$ cat config.mk
export PLATFORM = sky130hd
export DESIGN_NAME = mc_datapath_regs
export DESIGN_NICKNAME = d
export VERILOG_FILES = /design/src/rtl/mc_datapath_regs.sv
export SDC_FILE = /design/constraint.sdc
export NUM_CORES = 1
export LEC_CHECK = 0
export ABC_AREA = 1
export BUFFER_PORTS_ARGS = -buffer_cell sky130_fd_sc_hd__buf_2
export CAP_MARGIN = 30
export CORE_ASPECT_RATIO = 0.9
export CORE_MARGIN = 5
export CORE_UTILIZATION = 50
export DETAILED_ROUTE_END_ITERATION = 10
export HOLD_SLACK_MARGIN = 0.08
export PLACE_DENSITY = 0.83
export SLEW_MARGIN = 20
export SYNTH_ARGS = -nofsm -noshare
export SYNTH_HDL_FRONTEND = slang
export SYNTH_SLANG_ARGS = --single-unit
$ cat constraint.sdc
create_clock -name clk -period 15.17 [get_ports clk]
set_clock_uncertainty 0.15 [all_clocks]
set_input_delay 0.7585 -clock clk [delete_from_list [all_inputs] [get_ports clk]]
set_output_delay 0.7585 -clock clk [all_outputs]
set_load 0.01 [all_outputs]
$ cat src/rtl/mc_datapath_regs.sv
// Register/operand stage of the multicycle MIPS CPU: holds PC, IR, MDR, A, B, ALUOut
// and steers controller selects into ALU operands, next PC, memory and GPR write signals.
module mc_datapath_regs #(
  parameter logic [31:0] RESET_PC = 32'h0000_3000
) (
  input  logic        clk,
  input  logic        rst,
  input  logic        PCWrite,
  input  logic        IRWrite,
  input  logic        EXTOp,
  input  logic [1:0]  ALUSrcA,
  input  logic [1:0]  ALUSrcB,
  input  logic        SASrc,
  input  logic [1:0]  PCSource,
  input  logic [1:0]  GPRSel,
  input  logic [1:0]  WDSel,
  input  logic        IorD,
  input  logic [31:0] mem_rdata,
  input  logic [31:0] alu_result,
  input  logic [31:0] rf_rd1,
  input  logic [31:0] rf_rd2,
  output logic [31:0] mem_addr,
  output logic [31:0] mem_wdata,
  output logic [4:0]  rf_ra1,
  output logic [4:0]  rf_ra2,
  output logic [4:0]  rf_wa,
  output logic [31:0] rf_wd,
  output logic [31:0] alu_a,
  output logic [31:0] alu_b,
  output logic [4:0]  alu_shamt,
  output logic [5:0]  op,
  output logic [5:0]  funct,
  output logic [31:0] pc
);

  logic [31:0] ir;
  logic [31:0] mdr;
  logic [31:0] a_reg;
  logic [31:0] b_reg;
  logic [31:0] alu_out;
  logic [31:0] pc_next;
  logic [31:0] ext;
  logic [31:0] jump_target;

  always_ff @(posedge clk or posedge rst) begin
    if (rst) begin
      pc      <= RESET_PC;
      ir      <= 32'd0;
      mdr     <= 32'd0;
      a_reg   <= 32'd0;
      b_reg   <= 32'd0;
      alu_out <= 32'd0;
    end else begin
      if (PCWrite) pc <= pc_next;
      if (IRWrite) ir <= mem_rdata;
      // Inter-cycle registers capture every cycle; the controller decides when to use them.
      mdr     <= mem_rdata;
      a_reg   <= rf_rd1;
      b_reg   <= rf_rd2;
      alu_out <= alu_result;
    end
  end

  assign ext         = EXTOp ? {{16{ir[15]}}, ir[15:0]} : {16'b0, ir[15:0]};
  // pc already holds PC+4 when a jump executes, so the region comes from PC+4.
  assign jump_target = {pc[31:28], ir[25:0], 2'b00};

  always_comb begin
    alu_a = 32'd0;
    case (ALUSrcA)
      2'd0:    alu_a = pc;
      2'd1:    alu_a = a_reg;
      2'd2:    alu_a = b_reg;
      default: alu_a = 32'd0;
    endcase
  end

  always_comb begin
    alu_b = 32'd0;
    case (ALUSrcB)
      2'd0:    alu_b = b_reg;
      2'd1:    alu_b = 32'd4;
      2'd2:    alu_b = ext;
      default: alu_b = {ext[29:0], 2'b00};
    endcase
  end

  assign alu_shamt = SASrc ? a_reg[4:0] : ir[10:6];

  // jr/jalr complete in ID, before A holds rs, so they take the live register read.
  always_comb begin
    pc_next = alu_result;
    case (PCSource)
      2'd0:    pc_next = alu_result;
      2'd1:    pc_next = alu_out;
      2'd2:    pc_next = jump_target;
      default: pc_next = rf_rd1;
    endcase
  end

  always_comb begin
    rf_wa = 5'd0;
    case (GPRSel)
      2'd0:    rf_wa = ir[15:11];
      2'd1:    rf_wa = ir[20:16];
      2'd2:    rf_wa = 5'd31;
      default: rf_wa = 5'd0;
    endcase
  end

  always_comb begin
    rf_wd = 32'd0;
    case (WDSel)
      2'd0:    rf_wd = alu_out;
      2'd1:    rf_wd = mdr;
      2'd2:    rf_wd = pc;
      default: rf_wd = 32'd0;
    endcase
  end

  assign mem_addr  = IorD ? alu_out : pc;
  assign mem_wdata = b_reg;
  assign rf_ra1    = ir[25:21];
  assign rf_ra2    = ir[20:16];
  assign op        = ir[31:26];
  assign funct     = ir[5:0];

endmodule

# After elaboration in Yosys (flattened, before gate mapping)
# Index checks and enable logic that the tools add are counted.
# totals
reg_bits	192
in_bits	145
output_inout_bits	224
# classes
eq_ne	10
n_mux	8
n_bitwise	1
reduce_logical	6
# op_table
operator	n
32-bit case mux with 3 select lines	4
32-bit 2-to-1 mux	2
5-bit case mux with 3 select lines	1
2-bit by 1-bit equality test with 1-bit output (second input constant)	5
2-bit equality test (second input constant)	5
2-bit logical NOT	5
5-bit 2-to-1 mux	1
2-bit AND reduction	1
1-bit NOT	1

# Logic depth before layout (Yosys ltp)
# Gate-level depths: netlist (run 1).
# logic_depth
depth_word	3
mapped_depth	7
ltp_nobuf	5

# Worst setup path after synthesis (run 1)
# No wires, ideal clock.
# synth_path
kind	input to output
startpoint	in WDSel[0]
endpoint	out rf_wd[10]
arrival_ns	1.459
t_required_ns	14.262
setup_slack_ns	12.802
cell_stages	4
path_buffers	1
path_cell_list	nor2_1 > clkbuf_1 > nand2_1 > o211ai_1
# synth_between
elab_chain_cells	2
# synth_rtl
item	line_no	text
start, declared	16	input logic [1:0] WDSel,
2-bit equality test (tied with other cells)	113	case (WDSel)
32-bit case mux with 3 select lines (*)	113	
end, declared	27	output logic [31:0] rf_wd,
# Mark *: on every way between the ends. The rest lies on a longest branch, timed or not.

# Worst setup path in the final report (run 1)
# layout_path
startpoint	in ALUSrcA[0]
endpoint	out alu_a[31]
# layout_between
elab_chain_cells	2
# layout_rtl
item	line_no	text
start, declared	11	input logic [1:0] ALUSrcA,
2-bit equality test (tied with other cells)	70	case (ALUSrcA)
32-bit case mux with 3 select lines (*)	70	
end, declared	28	output logic [31:0] alu_a,
# Marks and branches as above.

==> impl_metrics.toml, run 1 <==
[timing]
rsz0062_at_grt = "no"
setup_viol = 0
setup_tns_ns = 0
final_max_slew_viol_count = 0
finalCritPeriodShare = 0.207
tightest_slew_ns = 0.993
layout_setup_ws_ns = 12.03
hold_viol_final = 0
relSlewSlack = 0.337
max_clock_freq_mhz = 318
finalCriticalPeriod_ns = 3.14

[global_route]
antenna_found_initial = 3
grt_pass1_wl_mm = 47.9
grt_max_degree = 118
grt_pass1_vias = 8538
grt_usage = 0.312
globalRouteOverflowTotal = 0

[power]
pwr_density_cell_mw_per_mm2 = 114
p_sw_frac = 0.309
clkPwrFrac = 0.361
leakage_nw = 5.91
p_comb_frac = 0.188
power_switching_w = 0.000399
peakVddDrop_v = 0.0000709
p_int_w = 0.000892
p_seq_frac = 0.451

[setup_path]
critPathKind = "in -> out"
cp.required_ns = 14.26
critPathLaunchType = "input pin"
slowest_stage = "nor2_4"
r2r_end = "pc[9]"
reg2reg_from = "ir[7]"
slowest_delay_ns = 0.74
ff2ff_path_depth = 4
worstSetupEndpointType = "output pin"
worstPathArrival_ns = 2.23
cp_common_cell = "buf_2"
r2r_setup_slack_ns = 14.03
crit_chain = "buf_2 -> inv_1 -> nor2_4 -> nand2_1 -> nand3_1 -> buf_2"
cp_max_fo = 32

[floorplanning]
dieArea_mm2 = 0.0202
rows = 45
core_mm2 = 0.0170
initial_core_util = 0.512
die_h_um = 135
io_pins = 369
die_x_um = 149

[synthesis]
yosysSeqAreaShare = 0.552
syn_avg_cell_area_um2 = 8.33
synthesis.nets = 1191
synthesis.area_mm2 = 0.00871
synth_area_leaders = "dfrtp_1, nand2_1, nand3_1"
synth_seq_cells = 192
ys_types = 22
yosysTopAreaCell = "dfrtp_1"
yosys_warnings = 0
syn_inst = 1046
synth.top_cell.area_share = 0.546

[clocking]
htree_levels = 4
clk_path_buf_depth = 2
clkSinkCount = 192
cts-resized-gates = 0
cts.hold.buffers_added = 0
cts_tree = "yes"
cts_buffers = 17
root_buffer = "clkbuf_16"
post_cts.repair.setup_buffers = 0
cts.clk_slew.worst_paths_ns = 0.08
insertion_delay_ns = 0.43

[route]
postRouteAntennaNets = 0
dr.pass1.iters = 5
wl_per_cell_um = 19.8
num_vias = 8920
routed_wirelength_mm = 32.2
viasPerCell = 5.48
drc_errors = 0
drt_iter0_drc = 766

[worst_hold_path]
min_to = "mem_wdata[9]"
hp-class = "in -> reg"
worstHoldStart = "rf_rd2[9]"
hold_path_depth = 1

[final_layout]
nets = 1522
area_delta_synth_final_pct = 29.4
fin_cells = 1628
drive_above_1_share = 0.319
finish.instance_area_mm2 = 0.0113

[outcome]
status = "complete, no violations"

[placed_design]
postPlaceCellArea_mm2 = 0.0106
placedCellCount = 1590
place_ws_ns = 12.07
post-dp-hpwl_mm = 22.4
gp_congestion = 0.926
port_buffers = 368

[job]
cap_violations = 0
cells in the final DEF, fill, tap and decap left out, types with 2 or more instances in the layout:
master / Yosys / routed
nor2_4: 2 / 7
clkinv_4: 0 / 4
nand2_2: 2 / 2
nand2_1: 402 / 402
o211ai_1: 47 / 47
nor2_1: 59 / 53
o21ai_0: 83 / 83
dfrtp_1: 190 / 190
inv_1: 59 / 58
bufinv_16: 0 / 2
buf_4: 11 / 6
inv_2: 3 / 3
inv_8: 0 / 4
diode_2: 0 / 3
buf_2: 25 / 368
mux2_2: 16 / 16
a21oi_1: 10 / 10
inv_6: 0 / 4
buf_16: 0 / 2
nand3_1: 102 / 102
clkbuf_16: 0 / 17
dfstp_2: 2 / 2
per-stage QoR:
stage                     total power [W]  hold WS, ns  utilization
after global placement           0.000823        0.339        0.622
after CTS                         0.00129        0.262        0.658
after detailed placement         0.000829        0.346        0.622
after floorplan                  0.000709        0.336            -
final                             0.00129        0.280        0.663
after global routing              0.00134        0.253        0.663
power groups by stage:
stage | sequential, W | combinational, W | clock (W)
6_report | 0.000582 | 0.000242 | 0.000466
5_1_grt | 0.000586 | 0.000265 | 0.000492
4_1_cts | 0.000581 | 0.000240 | 0.000470
3_5_place_dp | 0.000590 | 0.000239 | 0
3_3_place_gp | 0.000589 | 0.000233 | 0
2_1_floorplan | 0.000589 | 0.000120 | 0
final cells by class:
type                    count  area, um2
multi-input cells         726       3340
well taps                 235        294
flip-flops and latches    192       4810
fillers                  1434       5730
clock buffers              18        439
inverters                  62        240
clock inverters            14        169
diodes                      3       7.51
repair buffers            378       1970
critical path: cells and delay by family:
kind / cells / cell delay (ns)
and+or+nand+nor: 3 / 1.10
buffers and inverters: 3 / 0.37
per-layer routing:
metal	global-route usage	vias up	routed length (um)
li1	-	4033	-
met1	0.397	4195	12200
met2	0.512	617	15500
met3	0.0843	75	3530
met4	0.119	0	948
met5	0	-	0
synth_stat cells (all sizes together):
library cell	n
nand3	102
o21ai	84
inv	62
nor2	61
buf	46
nand2	404
o211ai	47
dfstp	2
a21oi	11
o21a	1
mux2	16
clkbuf	20
dfrtp	190
logic make-up after synthesis:
group,Yosys count,synth area share
mux,16,0.0207
flops,192,0.552
simple gates,567,0.261
buf+inv,128,0.0688
compound gates,143,0.0973
how the worst max path moves through the flow:
stage / startpoint / end / slack (ns) / cells after the start
global route: ALUSrcA[0] / alu_a[31] / 11.98 / 6
global placement: ALUSrcA[0] / alu_a[31] / 12.08 / 6
CTS: ALUSrcA[0] / alu_a[31] / 12.07 / 6
detailed placement: ALUSrcA[0] / alu_a[31] / 12.07 / 6
floorplan: rst / a_reg[0] / 9.04 / 1
finish: ALUSrcA[0] / alu_a[31] / 12.03 / 6
(Power assumes the default switching activity.)
==> run 2, diff against run 1 <==
ABC_AREA = 0   (was 1)
CORE_UTILIZATION = 49   (was 50)
PLACE_DENSITY = 0.81   (was 0.83)
clock period = 3.1 ns   (was 15.17 ns; I/O delays follow)
==> impl_metrics.toml, run 2 <==
[synthesis]
synth_common_cells = "dfrtp_1, mux2i_1, o21ai_1"
synth_edf_count = 0
syn_inst = 740
synthArstFlopShare = 1.00
syn_avg_cell_area_um2 = 12.1
yosys_warnings = 0
ys.flop_type = "dfrtp_1"
synthesis.area_mm2 = 0.00894
synth.top_cell.area_share = 0.532
yosysSeqAreaShare = 0.538
ys_types = 33
yosysTopAreaCell = "dfrtp_1"
synth_area_leaders = "dfrtp_1, mux2i_1, mux2_1"
synth_seq_cells = 192
yosysMostFrequentCell = "dfrtp_1"
synthesis.nets = 885

[global_route]
grt_pass1_vias = 9055
grt_pass1_wl_mm = 52.5
globalRouteOverflowTotal = 0
grt_max_degree = 80
antenna_found_initial = 0
grt_usage = 0.316

[clocking]
insertion_delay_ns = 0.43
root_buffer = "clkbuf_16"
cts_tree = "yes"
clkSinkCount = 192
cts_buffers = 17
clk_path_buf_depth = 2
cts-resized-gates = 0
htree_levels = 4
cts.clk_slew.worst_paths_ns = 0.07

[floorplanning]
die_x_um = 152
initial_core_util = 0.503
rows = 46
dieArea_mm2 = 0.0210
die_h_um = 138
io_pins = 369
core_mm2 = 0.0178

[timing]
tightest_slew_ns = 1.04
setup_tns_ns = 0
rsz0062_at_grt = "no"
layout_setup_ws_ns = 0.762
finalCritPeriodShare = 0.754
relSlewSlack = 0.307
hold_viol_final = 0
setup_viol = 0
finalCriticalPeriod_ns = 2.34
final_max_slew_viol_count = 0
max_clock_freq_mhz = 428

[placed_design]
post-dp-hpwl_mm = 21.8
gp_congestion = 0.904
port_buffers = 368
place_ws_ns = 1.08

[power]
power_w = 0.00645
p_int_w = 0.00447
peakVddDrop_v = 0.000322
pwr_density_cell_mw_per_mm2 = 510
p_seq_frac = 0.449
power_switching_w = 0.00199
clkPwrFrac = 0.333
p_comb_frac = 0.217
leakage_nw = 6.32
p_sw_frac = 0.308

[final_layout]
nets = 1349
drive_above_1_share = 0.357
final_cell_mix = "buf_2, dfrtp_1, mux2i_1, dlygate4sd3_1, o21ai_1"
layout_commonest_cell = "buf_2"
fillCellCount = 1173
area_delta_synth_final_pct = 41.7
diodes = 0
final_util = 0.712

[job]
cap_violations = 0

[setup_path]
cp_max_fo = 15
cp.required_ns = 2.79
critPathTopFamily = "simple AND/OR/NAND/NOR gates"
crit_chain = "and3_1 -> a21oi_1 -> o21ai_1 -> buf_2"
slowest_delay_ns = 0.69
critPathKind = "reg -> out"
critPathLaunchType = "register"
worstSetupEndpointType = "output pin"
slowest_stage = "and3_1"
path_buf_inv = 1
worstPathArrival_ns = 2.03

[outcome]
status = "complete, no violations"

[route]
routed_wirelength_mm = 34.0
wl_per_cell_um = 23.4
dr.pass1.iters = 7
postRouteAntennaNets = 0
viasPerCell = 5.77
num_vias = 8398
drc_errors = 0
drt_iter0_drc = 673

[worst_hold_path]
hp-class = "in -> async"
-- run 2: repair_timing --
item | 4_1_cts | 5_1_grt
hold endpoints to repair | 382 | 0
hold buffers | 131 | 0
setup buffers | 0 | 0
-- run 2: power by group through the flow --
stage          clock network, W  logic, W  registers [W]
2_1_floorplan                 0  0.000671        0.00291
3_3_place_gp                  0   0.00121        0.00293
3_5_place_dp                  0   0.00123        0.00293
4_1_cts                 0.00218   0.00137        0.00289
5_1_grt                 0.00227   0.00149        0.00292
6_report                0.00215   0.00140        0.00290
-- run 2: through the flow --
step | hold WS (ns) | std cells | instance area (um2)
detailed placement | 0.0450 | 1294 | 10800
global placement | 0.0377 | 1294 | 10800
global route | 0.171 | 1456 | 12700
CTS | 0.120 | 1456 | 12700
finish | 0.133 | 1456 | 12700
floorplan | 0.0364 | 740 | 8940
-- run 2: worst reg2reg max path, delay by kind of cell, from the launching register on --
kind / cells / cell delay (ns)
flops: 1 / 0.47
compound gates: 1 / 0.17
mux: 1 / 0.22
-- run 2: cells by family after synthesis --
logic type             after synthesis  share of synthesized area
and+or+nand+nor                    132                     0.0686
AOI/OAI and AO/OA                  142                     0.0988
DFF                                192                      0.538
muxes                              207                      0.244
buffers and inverters               67                     0.0508
-- run 2: layer usage --
metal | track usage | share of wire
met5 | 0 | 0
met4 | 0.158 | 0.044
met3 | 0.0827 | 0.090
met2 | 0.530 | 0.50
met1 | 0.377 | 0.37
-- run 2: area by class of cell --
type / count / area (um2) / share of cell area
Clock inverter: 14 / 149 / 0.0118
Inverter: 2 / 11.3 / 0.000889
Tap cell: 240 / 300 / 0.0237
Clock buffer: 17 / 425 / 0.0336
Multi-Input combinational cell: 481 / 3690 / 0.292
Timing Repair Buffer: 510 / 3280 / 0.259
Sequential cell: 192 / 4810 / 0.380
-- run 2: path summary, 6_finish.rpt --
kind | start | end | slack, ns | depth (start not counted)
max | ir[15] | alu_b[16] | 0.76 | 4
min | rst | ir[27] | 0.13 | 3
max reg2reg | ir[0] | pc[2] | 1.94 | 2
min reg2reg | ir[28] | ir[28] | 0.35 | 1
max in group asynchronous | rst | mdr[6] | 1.87 | 4
min in group clk | rf_rd2[25] | mem_wdata[25] | 0.21 | 2
